File: src/rtl/jpeg_rld.sv
// JPEG run-length decoder: expands (run, amplitude), ZRL and EOB symbols into 64 zigzag coefficients.
// Optional macro JPEG_RLD_OVERFLOW_CHECK_EN flags and truncates symbols that would run past index 63.
module jpeg_rld #(
  parameter int unsigned COEF_W = 12
) (
  input  logic              clk,
  input  logic              rst_n,
  input  logic              s_valid,
  output logic              s_ready,
  input  logic [3:0]        s_run,
  input  logic [COEF_W-1:0] s_amp,
  input  logic              s_eob,
  output logic              m_valid,
  input  logic              m_ready,
  output logic [COEF_W-1:0] m_coef,
  output logic [5:0]        m_index,
  output logic              m_last,
  output logic              err
);
  localparam int unsigned IDX_W = 6;
  localparam int unsigned RUN_W = 4;
  localparam logic [IDX_W-1:0] IDX_LAST = IDX_W'(63);

  typedef enum logic [1:0] {ACCEPT, RUN, AMP, FILL} state_e;

  state_e            state_q, state_d;
  logic [RUN_W-1:0]  run_q, run_d;
  logic [COEF_W-1:0] amp_q, amp_d;
  logic [IDX_W-1:0]  idx_q;
  logic              live_q;
  logic              adv_c, take_c, emit_c, at_last_c;
  logic [COEF_W-1:0] coef_c;
`ifdef JPEG_RLD_OVERFLOW_CHECK_EN
  logic              err_q, ovf_c;
`endif

  // The output register may be reloaded when empty or drained this cycle.
  assign adv_c     = !m_valid || m_ready;
  assign s_ready   = live_q && (state_q == ACCEPT) && adv_c;
  assign take_c    = s_valid && s_ready;
  assign at_last_c = (idx_q == IDX_LAST);

  // The first coefficient of a symbol is loaded on its acceptance edge, so
  // run_q counts the zeros still owed after the one being emitted.
  always_comb begin
    state_d = state_q;
    run_d   = run_q;
    amp_d   = amp_q;
    emit_c  = 1'b0;
    coef_c  = '0;
`ifdef JPEG_RLD_OVERFLOW_CHECK_EN
    ovf_c   = 1'b0;
`endif
    if (adv_c) begin
      case (state_q)
        ACCEPT: begin
          if (take_c) begin
            emit_c = 1'b1;
            if (s_eob) begin
              state_d = at_last_c ? ACCEPT : FILL;
            end else if (s_run == RUN_W'(0)) begin
              coef_c = s_amp;
            end else begin
              amp_d   = s_amp;
              run_d   = s_run - RUN_W'(1);
              state_d = (s_run == RUN_W'(1)) ? AMP : RUN;
`ifdef JPEG_RLD_OVERFLOW_CHECK_EN
              if (at_last_c) begin
                state_d = ACCEPT;
                ovf_c   = 1'b1;
              end
`endif
            end
          end
        end
        RUN: begin
          emit_c  = 1'b1;
          run_d   = run_q - RUN_W'(1);
          state_d = (run_q == RUN_W'(1)) ? AMP : RUN;
`ifdef JPEG_RLD_OVERFLOW_CHECK_EN
          if (at_last_c) begin
            state_d = ACCEPT;
            ovf_c   = 1'b1;
          end
`endif
        end
        AMP: begin
          emit_c  = 1'b1;
          coef_c  = amp_q;
          state_d = ACCEPT;
        end
        FILL: begin
          emit_c = 1'b1;
          if (at_last_c) state_d = ACCEPT;
        end
        default: state_d = ACCEPT;
      endcase
    end
  end

  always_ff @(posedge clk or negedge rst_n) begin
    if (!rst_n) begin
      state_q <= ACCEPT;
      run_q   <= '0;
      amp_q   <= '0;
      idx_q   <= '0;
      live_q  <= 1'b0;
      m_valid <= 1'b0;
      m_coef  <= '0;
      m_index <= '0;
      m_last  <= 1'b0;
`ifdef JPEG_RLD_OVERFLOW_CHECK_EN
      err_q   <= 1'b0;
`endif
    end else begin
      live_q  <= 1'b1;
      state_q <= state_d;
      run_q   <= run_d;
      amp_q   <= amp_d;
      if (adv_c) begin
        m_valid <= emit_c;
        if (emit_c) begin
          m_coef  <= coef_c;
          m_index <= idx_q;
          m_last  <= at_last_c;
          idx_q   <= idx_q + IDX_W'(1);
        end
      end
`ifdef JPEG_RLD_OVERFLOW_CHECK_EN
      if (ovf_c) err_q <= 1'b1;
`endif
    end
  end

`ifdef JPEG_RLD_OVERFLOW_CHECK_EN
  assign err = err_q;
`else
  assign err = 1'b0;
`endif

endmodule
File: config.mk
export PLATFORM = sky130hd
export DESIGN_NAME = jpeg_rld
export DESIGN_NICKNAME = d
export VERILOG_FILES = /design/src/rtl/jpeg_rld.sv
export SDC_FILE = /design/constraint.sdc
export NUM_CORES = 1
export LEC_CHECK = 0
export BUFFER_PORTS_ARGS = -buffer_cell sky130_fd_sc_hd__buf_2
export CORE_MARGIN = 4
export CORE_UTILIZATION = 51
export CTS_BUF_LIST = sky130_fd_sc_hd__clkbuf_2
export CTS_CLUSTER_SIZE = 20
export DETAILED_ROUTE_END_ITERATION = 10
export GPL_TIMING_DRIVEN = 0
export PLACE_DENSITY = 0.78
export SYNTH_ARGS = -nofsm -noshare
export SYNTH_HDL_FRONTEND = slang
export SYNTH_SLANG_ARGS = --single-unit
File: constraint.sdc
create_clock -name clk -period 1.9 [get_ports clk]
set_clock_uncertainty 0.1 [all_clocks]
set_input_delay 0.095 -clock clk [delete_from_list [all_inputs] [get_ports clk]]
set_output_delay 0.095 -clock clk [all_outputs]
set_load 0.02 [all_outputs]
After elaboration in Yosys (flattened, before gate mapping)
Index checks and enable logic that the tools add are counted.
{"block": "word_totals", "ff_bits": 45, "input_bits": 21, "out_inout_bits": 22}
{"block": "classes", "n_addsub": 3, "n_eq_ne": 11, "n_mux": 19, "n_bitwise": 2, "n_reduce_logical": 13}
{"cell": "$mux 12", "n": 3}
{"cell": "$pmux 12 s2", "n": 1}
{"cell": "$mux 2", "n": 7}
{"cell": "$mux 4", "n": 3}
{"cell": "$reduce_and 5->1", "n": 2}
{"cell": "$eq 4x1->1 const B", "n": 2}
{"cell": "$ne 2x2->1 const B", "n": 4}
{"cell": "$pmux 2 s4", "n": 1}
{"cell": "$pmux 4 s2", "n": 1}
{"cell": "$sub 4x1->4 const B", "n": 2}
{"cell": "$add 6x1->6 const B", "n": 1}
{"cell": "$eq 6x6->1 const B", "n": 1}
{"cell": "$eq 2x2->1 const B", "n": 2}
{"cell": "$logic_not 4->1", "n": 1}
{"cell": "$reduce_and 4->1", "n": 1}
{"cell": "$logic_and 1x1->1", "n": 3}
{"cell": "$ne 3x3->1 const B", "n": 1}
{"cell": "$reduce_or 3->1", "n": 1}
{"cell": "$eq 2x1->1 const B", "n": 1}
{"cell": "$logic_not 2->1", "n": 1}
{"cell": "$mux 1", "n": 2}
{"cell": "$not 1->1", "n": 2}
{"cell": "$pmux 1 s2", "n": 1}
{"cell": "$reduce_and 2->1", "n": 1}
{"cell": "3 further kinds", "n": 3}

Depth between registers and ports, before layout
Gate-level depths: netlist of run 1.
{"block": "depth", "ltp_word": 8, "depth_mapped": 7, "ltp_nobuf": 6}

Least setup slack after synthesis of run 1
No wires, ideal clock.
{"block": "synth_timing", "kind": "reg-to-reg", "from": "reg state_q[0]", "to": "reg amp_q[10]", "setup_ps": 125, "arrival_ps": 1566, "t_required_ps": 1675, "setup_slack_ps": 109, "path_stages_with_launch": 6, "path_buffers": 2, "path_cell_list": "dfrtp_1 > buf_6 > or2_4 > nor4b_4 > buf_8 > mux2_4"}
{"block": "synth_between", "elab_chain_len": 5}
{"element": "start, declared", "line_no": "26", "text": "state_e state_q, state_d;"}
{"element": "start signal, assigned", "line_no": "117", "text": "state_q <= state_d;"}
{"element": "$logic_not 2->1 (*)", "line_no": "39, 55"}
{"element": "$logic_and 1x1->1 (2 in a row)", "line_no": "39", "text": "assign s_ready = live_q && (state_q == ACCEPT) && adv_c;"}
{"element": "$logic_and 1x1->1", "line_no": "40", "text": "assign take_c = s_valid && s_ready;"}
{"element": "$reduce_and 5->1 (no line) (*)"}
{"element": "end signal, assigned", "line_no": "119", "text": "amp_q <= amp_d;"}
{"element": "end, declared", "line_no": "28", "text": "logic [COEF_W-1:0] amp_q, amp_d;"}
Mark *: on every way between the ends. The rest lies on a longest branch, timed or not.
A chain may end at the register's enable or synchronous reset.

Worst setup path after layout of run 1
{"block": "layout_timing", "from": "reg state_q[0]", "to": "reg amp_q[5]"}
The elaborated chain is that of the path after synthesis.

==> impl_metrics.json, run 1 <==
{
  "grt_max_degree": 46,
  "cts_max_level": 2,
  "io_pins": 43,
  "viasPerCell": 5.42,
  "switching_share": 0.408,
  "vias": 1707,
  "startpoint": "state_q[0]",
  "cp-start-kind": "flop",
  "grt_pass1_wl_mm": 7.76,
  "rsz0062_at_grt": "yes",
  "irDropWorstVdd_uv": 882,
  "grt_use_total": 0.185,
  "utilization": 0.673,
  "clk_pin_slew_ps": 240,
  "setup_slack_ps": -16.1,
  "cts_tree": "yes",
  "r2r_setup_slack_ps": -20,
  "max_slew_margin": 0.345,
  "area_growth_pct": 25.7,
  "root_buffer": "clkbuf_2",
  "status": "finished, violations left",
  "p_comb_frac": 0.464,
  "fillCellCount": 315,
  "seqPwrFrac": 0.437,
  "setup_viol": 5,
  "wl_mm": 4.77,
  "synth_cells": 193,
  "initial_core_util": 0.536,
  "crit_arrival_ps": 2130,
  "finalCritPeriodShare": 1.01,
  "nNetsFinal": 290,
  "r2r_start": "state_q[0]",
  "powerDensity_mw_per_mm2": 1440,
  "p_sw_mw": 1.62,
  "async_flop_share": 1.00,
  "hold_viol": 0,
  "crit_required_ps": 2110,
  "cts_inserted_buffers": 5,
  "initialDrtViolationCount": 80,
  "ys_types": 42,
  "port_buffers": 41,
  "wl_per_cell_um": 15.2,
  "clkLatencyLatePin_ps": 420,
  "syn-num-nets": 219,
  "tightest_slew_ps": 982,
  "diodes": 0,
  "fp-row-count": 23,
  "drv_slew": 0,
  "synth_ff_type": "dfrtp_1",
  "period_needed_ps": 1920,
  "p_clk_frac": 0.100,
  "cts.path.max_buffers": 2,
  "drc": 0,
  "drtAntennaViolNets": 0,
  "path_class": "flop to flop",
  "place.gp.congestion": 0.793,
  "core_mm2": 0.00409,
  "place_inst": 284,
  "overflow": 0,
  "p_int_mw": 2.34,
  "r2r_cells": 6,
  "end_kind": "flop",
  "critPathMaxFanout": 7,
  "syn_area_per_cell_um2": 11.3,
  "timing.rr.end": "amp_q[5]",
  "power.leakage_nw": 1.41,
  "hp-start": "s_eob",
  "syn_area_mm2": 0.00219,
  "drive_above_1_share": 0.321,
  "synth_edf_count": 0,
  "hp-class": "input port to flop",
  "drt_pass1_iterations": 4,
  "synth_warnings": 0,
  "violations": "setup timing",
  "die-area_mm2": 0.00540,
  "fmax_mhz": 522,
  "clock_sinks": 45,
  "yosysSeqAreaShare": 0.515,
  "antenna_found_initial": 0,
  "instances_no_fill": 315,
  "ys_ff_latch": 45,
  "dp_hpwl_mm": 3.10,
  "whs_path_depth": 3,
  "grt_pass1_vias": 1776,
  "die_x_um": 73.5,
  "holdPathEnd": "state_q[0]",
  "die_y_um": 73.5,
  "cap_violations": 0
}
## final cells by class
| type | instances | area, um^2 | area share |
|---|---|---|---|
| sequential | 45 | 1130 | 0.409 |
| clock inverter | 2 | 10.0 | 0.00364 |
| clock buffer | 6 | 30.0 | 0.0109 |
| timing repair buffer | 64 | 447 | 0.162 |
| inverter | 18 | 67.6 | 0.0246 |
| tap | 50 | 62.6 | 0.0227 |
| buffer | 11 | 77.6 | 0.0282 |
| multi-input combinational | 119 | 930 | 0.338 |
## routing by layer
layer	wire length (um)	vias up	global-route usage
li1	-	824	-
met1	2130	837	0.228
met2	2340	40	0.315
met3	252	6	0.0465
met4	48	0	0.0604
met5	0	-	0
## layout by cell type, fill, tap and decap left out, types with 2 or more instances in the layout
master and instances:
ha_1 5, inv_1 18, clkbuf_2 7, dfrtp_1 45, xnor2_1 4, xor2_1 3
nor3_1 4, a21oi_1 2, nand4_1 3, buf_6 2, buf_2 44, a2111oi_0 2
nor3b_1 2, clkinv_2 2, mux2i_1 2, mux2_2 3, mux2_4 10, o41ai_1 3
and2_1 2, nor2_1 6, conb_1 2, nand3_1 3, a2bb2oi_1 2, a222oi_1 12
nand2_1 28, dlygate4sd3_1 18, o21ai_0 3, buf_4 7, or3_1 2
## worst max-delay path by stage
stage	to	slack [ps]	cells past startpoint
final	amp_q[5]	-20	6
after global routing	m_coef[2]	-90	6
after CTS	amp_q[3]	5	5
after detailed placement	m_coef[9]	-7	6
after global placement	amp_q[3]	10	5
after floorplan	amp_q[10]	110	5
## state kept, by name, indices dropped and copies added, names as in the netlist
name	count
m_index	6
idx_q	6
amp_q	12
state_q	2
m_last	1
m_coef	12
live_q	1
run_q	4
m_valid	1
## logic make-up after synthesis
family                   count (synthesis)  synth area share
buffers and inverters                   29            0.0635
flip-flops                              45             0.515
AND/OR/NAND/NOR                         60             0.149
adder cells (fa/ha/maj)                  5            0.0286
other                                    2           0.00343
AO/OA/AOI/OAI                           30             0.120
multiplexers                            15            0.0932
XOR/XNOR                                 7            0.0280
## timing repair
action	4_1_cts	5_1_grt
setup buffers	0	4
pin swaps	1	5
hold buffers	18	0
setup endpoints to repair	21	23
gates cloned	0	1
hold endpoints to repair	73	0
resized for setup	2	7
## power groups by stage
| stage | combinational (mW) | clock [mW] | sequential (mW) |
|---|---|---|---|
| 5_1_grt | 2.03 | 0.453 | 1.79 |
| 2_1_floorplan | 1.04 | 0 | 1.92 |
| 3_5_place_dp | 1.75 | 0 | 1.73 |
| 3_3_place_gp | 1.70 | 0 | 1.73 |
| 6_report | 1.84 | 0.394 | 1.73 |
| 4_1_cts | 1.78 | 0.407 | 1.72 |
## synthesized netlist by cell type (all sizes together), types with 3 or more instances
cell     n  share of area
mux2    13          0.084
o41ai    3          0.012
nand2   28          0.048
a222oi  12          0.055
nand4    3         0.0086
xor2     3          0.012
buf      9          0.029
inv     18          0.031
ha       5          0.029
o21ai    3         0.0069
nand3    3         0.0069
nor3     4         0.0091
dfrtp   45           0.51
nor2     7          0.012
xnor2    4          0.016
## stage by stage
stage / hold slack, ps / setup TNS [ps] / cell area (um^2) / power, mW / setup WS, ps
floorplan: -301 / 0 / 2190 / 2.97 / 109
global route: 36.7 / -1120 / 2750 / 4.27 / -92.9
finish: 63.2 / -36.9 / 2750 / 3.96 / -16.1
global placement: 216 / 0 / 2460 / 3.42 / 14.9
CTS: 53.0 / 0 / 2680 / 3.91 / 4.62
detailed placement: 209 / -8.58 / 2460 / 3.49 / -6.86
## critical path, stage by stage, from the launching register on
cell       delay (ps)
dfrtp_1           430
buf_6             130
or2_4             260
nor4b_4           240
buf_4             200
clkbuf_16         150
mux2_4            290
Power figures use the tool's default switching activity.
==> run 2, diff against run 1 <==
CORE_UTILIZATION = 57   (was 51)
PLACE_DENSITY = 0.82   (was 0.78)
clock period = 1.94 ns   (was 1.9 ns; I/O delays follow)
==> run 2 against run 1 <==
Compared with the run above:
- the run now ends clean
- worst hold slack got worse by 26 ps
- die area decreased by 9.4%
- sequential power barely moved
- routed wire length up 2.7%
- final area hardly changed
==> impl_metrics.json, run 2 (same netlist as run 1, synthesis figures left out) <==
{
  "status": "complete, no violations",
  "drt_pass1_iterations": 4,
  "area_growth_pct": 25.8,
  "die-area_mm2": 0.00489,
  "setup_slack_ps": 14.7,
  "cts_max_level": 2,
  "port_buffers": 41,
  "hp-class": "input port to flop",
  "critPathMaxFanout": 6,
  "end_kind": "flop",
  "fillCellCount": 265,
  "drc": 0,
  "setup_viol": 0,
  "clk_pin_slew_ps": 200,
  "cp-start-kind": "flop",
  "cts_inserted_buffers": 5,
  "mostFrequentLayoutCells": "buf_2, dfrtp_1, nand2_1",
  "vias": 1770,
  "r2r_setup_slack_ps": 10,
  "cts_tree": "yes",
  "period_needed_ps": 1930,
  "seqCellArea_mm2": 0.00113,
  "fmax_mhz": 519,
  "initialDrtViolationCount": 157,
  "wl_per_cell_um": 15.6,
  "hp-start": "s_run[2]",
  "io_pins": 43,
  "irDropWorstVdd_uv": 976,
  "core_mm2": 0.00369,
  "r2r_cells": 6,
  "antenna_found_initial": 0,
  "die_y_um": 70.0,
  "finalPower_mw": 3.90,
  "rsz0062_at_grt": "yes",
  "grt_max_degree": 46,
  "critPathMaxStageDelay_ps": 420,
  "critPathSlowestCell": "dfrtp_1",
  "cpLargestDelayFamily": "simple AND/OR/NAND/NOR gates",
  "power.leakage_nw": 1.42,
  "crit_required_ps": 2150,
  "initial_core_util": 0.593,
  "holdPathEnd": "run_q[2]",
  "use_met2": 0.328,
  "whs_path_depth": 4,
  "place.gp.congestion": 0.816,
  "path_class": "flop to flop",
  "timing.rr.end": "amp_q[5]",
  "drive_above_1_share": 0.326,
  "use_met3": 0.0561,
  "r2r_start": "state_q[0]",
  "cts.path.max_buffers": 2,
  "met1_usage": 0.260,
  "overflow": 0,
  "clkLatencyLatePin_ps": 400,
  "crit_arrival_ps": 2140,
  "drtAntennaViolNets": 0,
  "diodes": 0,
  "fp-row-count": 22,
  "viasPerCell": 5.62,
  "powerDensity_mw_per_mm2": 1420,
  "crit_buf_inv": 3,
  "cap_violations": 0,
  "grt_pass1_wl_mm": 7.94,
  "finalCritPeriodShare": 0.992,
  "grt_busiest_layer": "met2",
  "post-place-ws_ps": 31.6,
  "grt_use_total": 0.200,
  "cp_cell_sequence": "buf_6 > or2_4 > nor4b_4 > buf_4 > clkbuf_16 > mux2_4",
  "tightest_slew_ps": 951,
  "nNetsFinal": 292,
  "drv_slew": 0,
  "multi_input_area_um2": 928,
  "reg_top3": "amp_q: 12 flops, m_coef: 12 flops",
  "max_slew_margin": 0.366,
  "die_x_um": 70.0,
  "wl_mm": 4.91,
  "grt_pass1_vias": 1767,
  "root_buffer": "clkbuf_2",
  "dp_hpwl_mm": 3.14,
  "hold_viol": 0,
  "clock_sinks": 45
}
[run 2: changes by cell type in the layout (fill, tap and decap cells not counted), sizes merged]
cell / previous run / this run
buf: 54 / 57
dlygate4sd3: 18 / 17
[run 2: worst register-to-register path: cells and delay by family (launching register included)]
| kind | cells | cell delay, ps |
|---|---|---|
| DFF | 1 | 420 |
| buffers and inverters | 3 | 470 |
| and+or+nand+nor | 2 | 560 |
| muxes | 1 | 290 |
[run 2: through the flow]
stage	instance area, um^2	cells	hold WS, ps	TNS [ps]	utilization
finish	2750	315	37.3	0	0.746
global route	2750	315	16.4	-264	0.746
CTS	2670	307	4.40	0	0.723
detailed placement	2450	282	205	0	0.665
global placement	2450	282	210	0	0.665
floorplan	2190	193	-299	0	-
[run 2: metal layers]
layer  vias up  share of wire
li1        829              -
met1       871           0.42
met2        62           0.51
met3         8          0.061
met4         0          0.011
met5         -              0
[run 2: repair_timing]
item / 4_1_cts / 5_1_grt
cloned: 0 / 1
hold endpoints to repair: 72 / 0
pin swaps: 0 / 4
setup buffers: 0 / 7
setup endpoints to repair: 1 / 23
hold buffers: 17 / 0
gates resized for setup: 1 / 6
[run 2: how the worst max path moves through the flow]
stage,start,slack (ps),cells after the start,to
2_1_floorplan,state_q[0],150,5,amp_q[10]
3_3_place_gp,state_q[0],30,5,amp_q[11]
3_5_place_dp,state_q[0],30,5,amp_q[8]
4_1_cts,state_q[0],6,5,amp_q[8]
5_1_grt,state_q[0],-40,6,amp_q[5]
6_report,state_q[0],10,6,amp_q[5]
[run 2: power breakdown]
group / switching, mW / internal, mW
Sequential: 0.329 / 1.38
Clock: 0.286 / 0.0907
Combinational: 0.982 / 0.841
[run 2: final cells by class]
class	count	area share
Inverter	18	0.0245
Sequential cell	45	0.409
Tap cell	48	0.0218
Clock inverter	2	0.00364
Clock buffer	6	0.0109
Multi-Input combinational cell	119	0.337
Buffer	11	0.0282
Timing Repair Buffer	66	0.165
